`src/rtl/sw_debounce_pkg.sv`:
```
// Shared constants for the switch debouncer: default channel count and filter length.
package sw_pkg;
  localparam int N_SW                = 4;
  localparam int DEBOUNCE_CYCLES_DEF = 250000;

  function automatic int cnt_width(input int cycles);
    return $clog2(cycles + 1);
  endfunction
endpackage

```
`src/rtl/sw_debounce_if.sv`:
```
// Switch bus between the raw switch source and the debouncer.
interface sw_debounce_if #(
  parameter int N_BITS = sw_pkg::N_SW
);
  logic [N_BITS-1:0] i_sw;
  logic [N_BITS-1:0] o_sw;
  logic [N_BITS-1:0] o_rise;
  logic [N_BITS-1:0] o_fall;

  modport master (output i_sw, input o_sw, o_rise, o_fall);
  modport slave  (input i_sw, output o_sw, o_rise, o_fall);
endinterface

```
`src/rtl/sw_debounce_bit.sv`:
```
// One debounced channel: 2-flop synchronizer, mismatch-run counter, level register
// and (with SW_DEBOUNCE_EDGE_EN) registered rise/fall pulses.
module debounce_bit
  import sw_pkg::*;
#(
  parameter int DEBOUNCE_CYCLES = DEBOUNCE_CYCLES_DEF
) (
  input  logic clock,
  input  logic i_reset,
  input  logic i_sw,
  output logic o_sw,
  output logic o_rise,
  output logic o_fall
);
  localparam int            CW   = cnt_width(DEBOUNCE_CYCLES);
  localparam logic [CW-1:0] LAST = CW'(DEBOUNCE_CYCLES - 1);

  logic          sync1_q, sync2_q;
  logic          lvl_q, lvl_d;
  logic [CW-1:0] cnt_q, cnt_d;
  logic          mismatch, accept;

  // Any return to the current level wipes the run; no partial credit survives.
  always_comb begin
    mismatch = sync2_q != lvl_q;
    accept   = mismatch && (cnt_q == LAST);
    lvl_d    = accept ? sync2_q : lvl_q;
    cnt_d    = (mismatch && !accept) ? cnt_q + 1'b1 : '0;
  end

  always_ff @(posedge clock) begin
    if (i_reset) begin
      sync1_q <= 1'b0;
      sync2_q <= 1'b0;
      lvl_q   <= 1'b0;
      cnt_q   <= '0;
    end else begin
      sync1_q <= i_sw;
      sync2_q <= sync1_q;
      lvl_q   <= lvl_d;
      cnt_q   <= cnt_d;
    end
  end

  assign o_sw = lvl_q;

`ifdef SW_DEBOUNCE_EDGE_EN
  logic rise_q, fall_q;

  always_ff @(posedge clock) begin
    if (i_reset) begin
      rise_q <= 1'b0;
      fall_q <= 1'b0;
    end else begin
      rise_q <= accept &  sync2_q;
      fall_q <= accept & ~sync2_q;
    end
  end

  assign o_rise = rise_q;
  assign o_fall = fall_q;
`else
  assign o_rise = 1'b0;
  assign o_fall = 1'b0;
`endif
endmodule

```
`src/rtl/sw_debounce.sv`:
```
// N-channel switch debouncer; edge pulse outputs are built only with SW_DEBOUNCE_EDGE_EN.
module sw_debounce
  import sw_pkg::*;
#(
  parameter int N_BITS          = N_SW,
  parameter int DEBOUNCE_CYCLES = DEBOUNCE_CYCLES_DEF
) (
  input  logic         clock,
  input  logic         i_reset,
  sw_debounce_if.slave sw
);
  logic [N_BITS-1:0] sw_lvl, sw_rise, sw_fall;

  for (genvar g = 0; g < N_BITS; g++) begin : g_ch
    debounce_bit #(
      .DEBOUNCE_CYCLES(DEBOUNCE_CYCLES)
    ) u_bit (
      .clock  (clock),
      .i_reset(i_reset),
      .i_sw   (sw.i_sw[g]),
      .o_sw   (sw_lvl[g]),
      .o_rise (sw_rise[g]),
      .o_fall (sw_fall[g])
    );
  end

  assign sw.o_sw   = sw_lvl;
  assign sw.o_rise = sw_rise;
  assign sw.o_fall = sw_fall;
endmodule

```
`src/flat_wrapper.sv`:
```
// flat-port wrapper written by rule: the top's interface ports become plain ports
module sw_debounce_flat import sw_pkg::*;
#(
  parameter int N_BITS          = N_SW,
  parameter int DEBOUNCE_CYCLES = DEBOUNCE_CYCLES_DEF
)
  (clock, i_reset, sw_i_sw, sw_o_sw, sw_o_rise, sw_o_fall);
  sw_debounce_if #(.N_BITS(N_BITS)) sw_i ();
  input  logic clock;
  input  logic i_reset;
  input wire logic [$bits(sw_i.i_sw)-1:0] sw_i_sw;
  output wire logic [$bits(sw_i.o_sw)-1:0] sw_o_sw;
  output wire logic [$bits(sw_i.o_rise)-1:0] sw_o_rise;
  output wire logic [$bits(sw_i.o_fall)-1:0] sw_o_fall;
  assign sw_i.i_sw = sw_i_sw;
  assign sw_o_sw = sw_i.o_sw;
  assign sw_o_rise = sw_i.o_rise;
  assign sw_o_fall = sw_i.o_fall;
  sw_debounce #(.N_BITS(N_BITS), .DEBOUNCE_CYCLES(DEBOUNCE_CYCLES)) u_core (.clock(clock), .i_reset(i_reset), .sw(sw_i));
endmodule
```
`config.mk`:
```
export PLATFORM = sky130hd
export DESIGN_NAME = sw_debounce_flat
export DESIGN_NICKNAME = d
export VERILOG_FILES = /design/src/rtl/sw_debounce_pkg.sv /design/src/rtl/sw_debounce_if.sv /design/src/rtl/sw_debounce_bit.sv /design/src/rtl/sw_debounce.sv /design/src/flat_wrapper.sv
export SDC_FILE = /design/constraint.sdc
export NUM_CORES = 1
export LEC_CHECK = 0
export ABC_AREA = 1
export CELL_PAD_IN_SITES_DETAIL_PLACEMENT = 1
export CELL_PAD_IN_SITES_GLOBAL_PLACEMENT = 1
export CORE_ASPECT_RATIO = 0.8
export CORE_MARGIN = 2
export CORE_UTILIZATION = 48
export CTS_CLUSTER_DIAMETER = 120
export CTS_CLUSTER_SIZE = 25
export DETAILED_ROUTE_END_ITERATION = 12
export HOLD_SLACK_MARGIN = 0.12
export PLACE_DENSITY_LB_ADDON = 0.05
export RECOVER_POWER = 25
export SETUP_SLACK_MARGIN = 0.02
export SYNTH_ARGS = -nofsm -noshare
export SYNTH_HDL_FRONTEND = slang
export SYNTH_SLANG_ARGS = --single-unit
```
`constraint.sdc`:
```
create_clock -name clock -period 4.1 [get_ports clock]
set_clock_uncertainty 0.1 [all_clocks]
set_input_delay 0.41 -clock clock [delete_from_list [all_inputs] [get_ports clock]]
set_output_delay 0.41 -clock clock [all_outputs]
set_load 0.005 [all_outputs]
```
==> key figures, run 1 <==
Run status
  – Result of the run: completed

GRT
  – Gr ovfl total: 0
  – Global routing usage on met2: 38.8%
  – First-pass GRT wire length: 17100 um
  – Via count of the first global-routing pass: 3716
  – Initial antenna violation count: 0
  – Layer with the highest usage after global routing: met2
  – Largest net degree at the start of global routing: 19
  – Aggregate global-route resource usage: 22.2%
  – Met1 GRT Util: 28.1%
  – Met3 usage: 5.32%

CTS
  – Max H-tree Level: 3
  – # hold bufs at CTS: 0
  – Clock transition at the registers of the reported paths: 0.06 ns
  – Count of cells resized by post-cts repair: 0
  – Max clock buf depth: 2
  – Post-CTS setup buffers: 0
  – Clock Root Buffer: sky130_fd_sc_hd__clkbuf_16
  – Insertion delay of the later-clocked pin in the worst-skew pair: 0.34 ns
  – TritonCTS clock tree: done
  – Sinks on the clock net: 84
  – Num CTS Buffers: 9

Critical path
  – Crit path capture type: register
  – Type of the worst setup path: reg -> reg
  – Data arrival time of the worst path: 2.49 ns
  – R2R setup slack: 1.69 ns
  – Maximum fanout count along the critical path: 18
  – Required time at the worst-slack endpoint: 4.18 ns
  – Crit path launch type: register

Cells and area
  – Area of all sequential standard cells: 0.00168 mm^2
  – Layout cells sized above 1: 9.46%
  – Number of diodes added for antenna fixing: 0
  – Non-filler cells, final: 746
  – Synth-to-Final Area Change: 8.61%
  – Post-route standard cell area excluding fillers: 0.00470 mm^2
  – Area taken by multi-input logic gates: 0.00222 mm^2
  – Final net count: 639
  – Layout fillers: 1164

Floorplanning
  – Floorplan die area: 0.00980 mm^2
  – Initial core utilization: 50.2%
  – Number of top-level pins: 18
  – Core Box Area: 0.00863 mm^2
  – Width of the chip: 110 um
  – Rows: 30
  – Die height: 89.0 um

Timing
  – Worst rel slew slack: 43.4%
  – Max Clk Rate: 415 MHz
  – Setup repair after global routing missed its margin: no
  – Number of failing hold endpoints at the final stage: 0
  – Transition time of the tightest slew-check pin: 0.847 ns
  – Final-layout setup total negative slack: 0 ns
  – Minimum clock period: 2.41 ns
  – Period utilization: 58.8%
  – Number of max-slew violations in the final report: 0
  – Total setup violations reported at the end of the flow: 0

Logic synthesis
  – Post-Syn Area per Cell: 7.00 um^2
  – Number of different library cells in the post-synthesis netlist: 30
  – Count of flip-flops with a built-in enable after synthesis: 0
  – Multiplexer share of the synthesized area: 0%
  – Count of synthesis-stage warnings from yosys: 0
  – Post-synthesis instance area: 0.00433 mm^2
  – Share of synthesized registers carrying an async set or reset: 0%
  – Area fraction in compound gates after synthesis: 6.47%
  – Part of the Yosys area used for sequential elements: 38.8%
  – Simple-Gate Fraction of Synth Area: 38.2%
  – Flop and latch count out of synthesis: 84
  – Adder-cell share of the synthesized area: 1.16%
  – Xor and xnor fraction of the mapped netlist area: 5.66%
  – Post-synth top flop: sky130_fd_sc_hd__dfxtp_1
  – Largest family of logic cells by synthesized area: simple AND/OR/NAND/NOR gates
  – Cell count after synthesis: 619

Detailed routing
  – Residual DRC count: 0
  – Wire length after detailed routing: 10000 um
  – Residual antenna-violating net count after detailed routing: 0
  – Per-cell routed wire length: 13.5 um
  – Via count: 3713
  – Detailed-router iteration count before antenna repair: 4
  – Iteration-0 DRC count of the detailed router: 122
  – Number of vias per cell: 4.98

Placement
  – Estimated wirelength of the detail-placed design: 7450 um
  – Total instance count after detailed placement: 730
  – Number of buffer cells added on primary ports: 9
  – GP Congestion: 0.856
  – Dpl cell area: 0.00443 mm^2

Min path
  – Hold Crit Class: reg -> reg

Power and ir drop
  – Worst IR Drop VDD: 0.234 mV
  – Leakage component of the power: 1.49 nW
  – Power density of the placed cells: 367 mW/mm^2

Run
  – Reported max-cap violation count: 0
-- cell usage after synthesis, types with 5 or more instances --
master                    count  area (um^2)
sky130_fd_sc_hd__nor2_1     114          428
sky130_fd_sc_hd__buf_4       12         90.1
sky130_fd_sc_hd__nand4_1     10         62.6
sky130_fd_sc_hd__dfxtp_1     84         1680
sky130_fd_sc_hd__inv_1       67          251
sky130_fd_sc_hd__nand2_1    146          548
sky130_fd_sc_hd__nor2_4       5         56.3
sky130_fd_sc_hd__a21oi_1     35          175
sky130_fd_sc_hd__or2_0        5         31.3
sky130_fd_sc_hd__nor2_2      30          188
sky130_fd_sc_hd__xnor2_1      8         70.1
sky130_fd_sc_hd__xor2_1      20          175
sky130_fd_sc_hd__nand3_1     34          170
sky130_fd_sc_hd__o21ai_0     14         70.1
sky130_fd_sc_hd__nand2_2      7         43.8
-- layer usage --
layer,share of wire [%],wire length (um)
met3,2.5,254
met2,48,4790
met5,0,0
met1,49,4910
met4,0.93,93
-- critical path, stage by stage, from the launching register on --
cell and delay [ns]:
sky130_fd_sc_hd__dfxtp_1 0.41, sky130_fd_sc_hd__ha_1 0.22, sky130_fd_sc_hd__nand2_2 0.06, sky130_fd_sc_hd__nor2_1 0.29, sky130_fd_sc_hd__nand3_2 0.09, sky130_fd_sc_hd__nor2_1 0.26, sky130_fd_sc_hd__nand2_2 0.09, sky130_fd_sc_hd__nand2_1 0.63
sky130_fd_sc_hd__a21oi_1 0.10
-- where the power goes --
part           switching [mW]  internal, mW  total (mW)  leakage [nW]
clock network           0.331         0.547       0.878         0.159
registers             0.00300         0.821       0.824         0.678
logic                  0.0164       0.00902      0.0254         0.650
total                   0.350          1.38        1.73          1.49
-- cell families (layout without fill, tap and decap cells) --
| family | Yosys count | in the layout |
|---|---|---|
| flip-flops | 84 | 84 |
| AND/OR/NAND/NOR | 365 | 365 |
| XOR/XNOR | 28 | 28 |
| AO/OA/AOI/OAI | 52 | 52 |
| other | 1 | 8 |
| buffers and inverters | 85 | 93 |
| adder cells (fa/ha/maj) | 4 | 4 |
-- sequential cells by signal (all words and copies together) (netlist names) --
name	cells
u_core.g_ch.u_bit.sync1_q	4
u_core.g_ch.u_bit.o_sw	4
u_core.g_ch.u_bit.cnt_q	72
u_core.g_ch.u_bit.sync2_q	4
-- layout make-up --
class | instances | share of cell area, %
Multi-Input combinational cell | 457 | 47.2
Tap cell | 112 | 2.98
Sequential cell | 84 | 35.8
Timing Repair Buffer | 9 | 1.92
Inverter | 68 | 5.43
Clock inverter | 5 | 1.60
Clock buffer | 11 | 5.16
-- stage by stage --
stage	utilization (%)	hold WS (ns)	total power, mW	setup slack [ns]
floorplan	-	0.288	0.867	2.56
global placement	51.3	0.295	0.867	1.99
detailed placement	51.3	0.296	0.868	1.87
CTS	54.9	0.308	1.75	2.22
global route	54.5	0.324	1.78	1.52
finish	54.5	0.308	1.73	1.69
-- placed cells by master (no fill, tap or decap), types with 9 or more instances in the layout --
cell type                   netlist  final
sky130_fd_sc_hd__nand2_1        146    147
sky130_fd_sc_hd__dfxtp_1         84     84
sky130_fd_sc_hd__o21ai_0         14     14
sky130_fd_sc_hd__nor2_1         114    119
sky130_fd_sc_hd__nand4_1         10     10
sky130_fd_sc_hd__clkbuf_16        0      9
sky130_fd_sc_hd__inv_1           67     67
sky130_fd_sc_hd__nand3_1         34     35
sky130_fd_sc_hd__nor2_2          30     28
sky130_fd_sc_hd__a21oi_1         35     35
sky130_fd_sc_hd__xor2_1          20     20
-- worst paths after layout --
kind,start,to,cells after the start
worst max-delay path,u_core.g_ch[1].u_bit.cnt_q[0],u_core.g_ch[1].u_bit.cnt_q[3],8
worst min-delay path,u_core.g_ch[0].u_bit.sync1_q,u_core.g_ch[0].u_bit.sync2_q,2
worst max register to register,u_core.g_ch[1].u_bit.cnt_q[0],u_core.g_ch[1].u_bit.cnt_q[3],8
worst min register to register,u_core.g_ch[0].u_bit.sync1_q,u_core.g_ch[0].u_bit.sync2_q,2
(Power assumes the default switching activity.)
==> run 2: changes to the inputs <==
- CORE_UTILIZATION: 48 -> 44
- clock period: 4.1 -> 2.4 ns (I/O delays scaled with it)
==> run 2 against run 1 <==
Total power is 66% higher. Sequential share of layout area is 0.057 points lower. Utilization fell by 5.5 points. Non-clock buffer count up 1.
==> key figures, run 2 (synthesis gave the netlist of run 1 again) <==
Cells and area
  – Synth-to-Final Area Change: 8.78% (was 8.61%)
  – Most common cell after layout, fill and taps aside: sky130_fd_sc_hd__nand2_1 (unchanged)
  – Max FFs per register: 72 (unchanged)
  – Commonest cells after routing, fill and taps aside: sky130_fd_sc_hd__nand2_1, sky130_fd_sc_hd__nor2_1, sky130_fd_sc_hd__dfxtp_1, sky130_fd_sc_hd__inv_1 (unchanged)
  – Final net count: 640 (was 639)
  – Number of diodes added for antenna fixing: 0 (unchanged)
  – Non-filler cells, final: 754 (was 746)
  – Layout fillers: 1278 (was 1164)
  – Layout cells sized above 1: 9.29% (was 9.46%)
  – Register containing the most flip-flops in the final layout: u_core.g_ch.u_bit.cnt_q (unchanged)

Floorplanning
  – Width of the chip: 115 um (was 110 um)
  – Initial core utilization: 45.1% (was 50.2%)
  – Core Box Area: 0.00961 mm^2 (was 0.00863 mm^2)
  – Number of top-level pins: 18 (unchanged)
  – Rows: 32 (was 30)
  – Floorplan die area: 0.0107 mm^2 (was 0.00980 mm^2)
  – Die height: 92.7 um (was 89.0 um)

Min path
  – Worst Hold End: u_core.g_ch[1].u_bit.sync2_q (was u_core.g_ch[0].u_bit.sync2_q)
  – Hold Crit Class: reg -> reg (unchanged)
  – Start point of the worst min-delay path: u_core.g_ch[1].u_bit.sync1_q (was u_core.g_ch[0].u_bit.sync1_q)
  – Cells on Worst Hold Path: 2 (unchanged)

Critical path
  – Crit path capture type: register (unchanged)
  – CP max stage cell: sky130_fd_sc_hd__dfxtp_1 (was sky130_fd_sc_hd__nand2_1)
  – Worst r2r src: u_core.g_ch[0].u_bit.cnt_q[0] (was u_core.g_ch[1].u_bit.cnt_q[0])
  – Most common cell type on the critical path: sky130_fd_sc_hd__nand2_2
  – Maximum fanout count along the critical path: 17 (was 18)
  – R2R depth: 8 (unchanged)
  – Crit path launch type: register (unchanged)
  – Data arrival time of the worst path: 2.01 ns (was 2.49 ns)
  – Crit-path max cell delay: 0.37 ns (was 0.63 ns)
  – R2R setup slack: 0.49 ns (was 1.69 ns)
  – Sequence of cells on the critical path: ha_1, nand2_2, nor2_1, nand2_2, nor2_4, nand2_2, nand2_2, a21oi_1 (was ha_1, nand2_2, nor2_1, nand3_2, nor2_1, nand2_2, nand2_1, a21oi_1)
  – Endpoint of the lowest-slack register-to-register path: u_core.g_ch[0].u_bit.cnt_q[3] (was u_core.g_ch[1].u_bit.cnt_q[3])
  – Required time at the worst-slack endpoint: 2.50 ns (was 4.18 ns)
  – CP Launch Point: u_core.g_ch[0].u_bit.cnt_q[0] (was u_core.g_ch[1].u_bit.cnt_q[0])
  – Type of the worst setup path: reg -> reg (unchanged)

CTS
  – Count of cells resized by post-cts repair: 0 (unchanged)
  – TritonCTS clock tree: done (unchanged)
  – Clock transition at the registers of the reported paths: 0.06 ns (about the same)
  – Max clock buf depth: 2 (unchanged)
  – Insertion delay of the later-clocked pin in the worst-skew pair: 0.33 ns (was 0.34 ns)
  – # hold bufs at CTS: 0 (unchanged)
  – Sinks on the clock net: 84 (unchanged)
  – Max H-tree Level: 3 (unchanged)
  – Num CTS Buffers: 9 (unchanged)
  – Post-CTS setup buffers: 0 (unchanged)
  – Clock Root Buffer: sky130_fd_sc_hd__clkbuf_16 (unchanged)

Power and ir drop
  – Worst IR Drop VDD: 0.305 mV (was 0.234 mV)
  – Leakage component of the power: 1.48 nW (was 1.49 nW)
  – Power density of the placed cells: 607 mW/mm^2 (was 367 mW/mm^2)

Detailed routing
  – Number of vias per cell: 4.92 (was 4.98)
  – Iteration-0 DRC count of the detailed router: 166 (was 122)
  – Wire length after detailed routing: 9640 um (was 10000 um)
  – Via count: 3706 (was 3713)
  – Per-cell routed wire length: 12.8 um (was 13.5 um)
  – Residual DRC count: 0 (unchanged)
  – Detailed-router iteration count before antenna repair: 4 (unchanged)
  – Residual antenna-violating net count after detailed routing: 0 (unchanged)

GRT
  – Largest net degree at the start of global routing: 19 (unchanged)
  – First-pass GRT wire length: 16800 um (was 17100 um)
  – Aggregate global-route resource usage: 19.6% (was 22.2%)
  – Gr ovfl total: 0 (unchanged)
  – Initial antenna violation count: 0 (unchanged)
  – Via count of the first global-routing pass: 3754 (was 3716)

Timing
  – Minimum clock period: 1.91 ns (was 2.41 ns)
  – Max Clk Rate: 523 MHz (was 415 MHz)
  – Number of max-slew violations in the final report: 0 (unchanged)
  – Setup repair after global routing missed its margin: no (unchanged)
  – Final-layout setup total negative slack: 0 ns (unchanged)
  – Period utilization: 79.6% (was 58.8%)
  – Number of failing hold endpoints at the final stage: 0 (unchanged)
  – Total setup violations reported at the end of the flow: 0 (unchanged)
  – Minimum hold slack: 0.307 ns (was 0.308 ns)

Placement
  – Number of buffer cells added on primary ports: 9 (unchanged)
  – Total instance count after detailed placement: 738 (was 730)
  – GP Congestion: 0.762 (was 0.856)
  – Estimated wirelength of the detail-placed design: 7340 um (was 7450 um)

Run status
  – Result of the run: completed (unchanged)

Run
  – Reported max-cap violation count: 0 (unchanged)
[run 2: cell types whose count changed in the layout (fill, tap and decap cells not counted), sizes merged]
cell           delta
clkbuf            +5
clkinv            -3
bufinv            -1
clkdlybuf4s50     -1
dlygate4sd3       +1
[run 2: how the worst max path moves through the flow]
stage	end
final	u_core.g_ch[0].u_bit.cnt_q[3]
after global routing	u_core.g_ch[3].u_bit.cnt_q[13]
after CTS	u_core.g_ch[1].u_bit.cnt_q[8]
after detailed placement	u_core.g_ch[0].u_bit.cnt_q[3]
after global placement	u_core.g_ch[0].u_bit.cnt_q[2]
after floorplan	u_core.g_ch[1].u_bit.cnt_q[9]
[run 2: per-stage QoR]
stage	cell area [um^2]	util (%)	total power [mW]	setup slack (ns)
2_1_floorplan	4360	-	1.48	0.864
3_3_place_gp	4440	46.2	1.48	0.608
3_5_place_dp	4440	46.2	1.48	0.548
4_1_cts	4740	49.3	2.90	0.613
5_1_grt	4710	49.0	2.97	0.296
6_report	4710	49.0	2.86	0.489
[run 2: critical path: cells and delay by family, from the launching register on]
kind / cells / cell delay (ns)
and+or+nand+nor: 6 / 1.00
DFF: 1 / 0.37
adders and majority gates: 1 / 0.22
AOI/OAI and AO/OA: 1 / 0.08
[run 2: cell type report]
class	count	area, um^2	share of cell area [%]
multi-input combinational	457	2230	47.4
sequential	84	1680	35.7
clock buffer	15	268	5.68
inverter	68	255	5.42
tap	119	149	3.16
timing repair buffer	10	93.8	1.99
clock inverter	1	30.0	0.637
[run 2: metal layers]
layer	track usage, %	vias up	wire, um	part of all wire, %
li1	-	1930	-	-
met1	24.7	1741	4770	50
met2	33.8	26	4560	47
met3	4.58	9	214	2.2
met4	4.72	0	92	0.95
met5	0	-	0	0
[run 2: power by group]
group | switching [mW] | internal (mW) | leakage [nW]
combinational | 0.0281 | 0.0160 | 0.656
clock | 0.543 | 0.866 | 0.144
sequential | 0.00507 | 1.40 | 0.678
total | 0.576 | 2.28 | 1.48
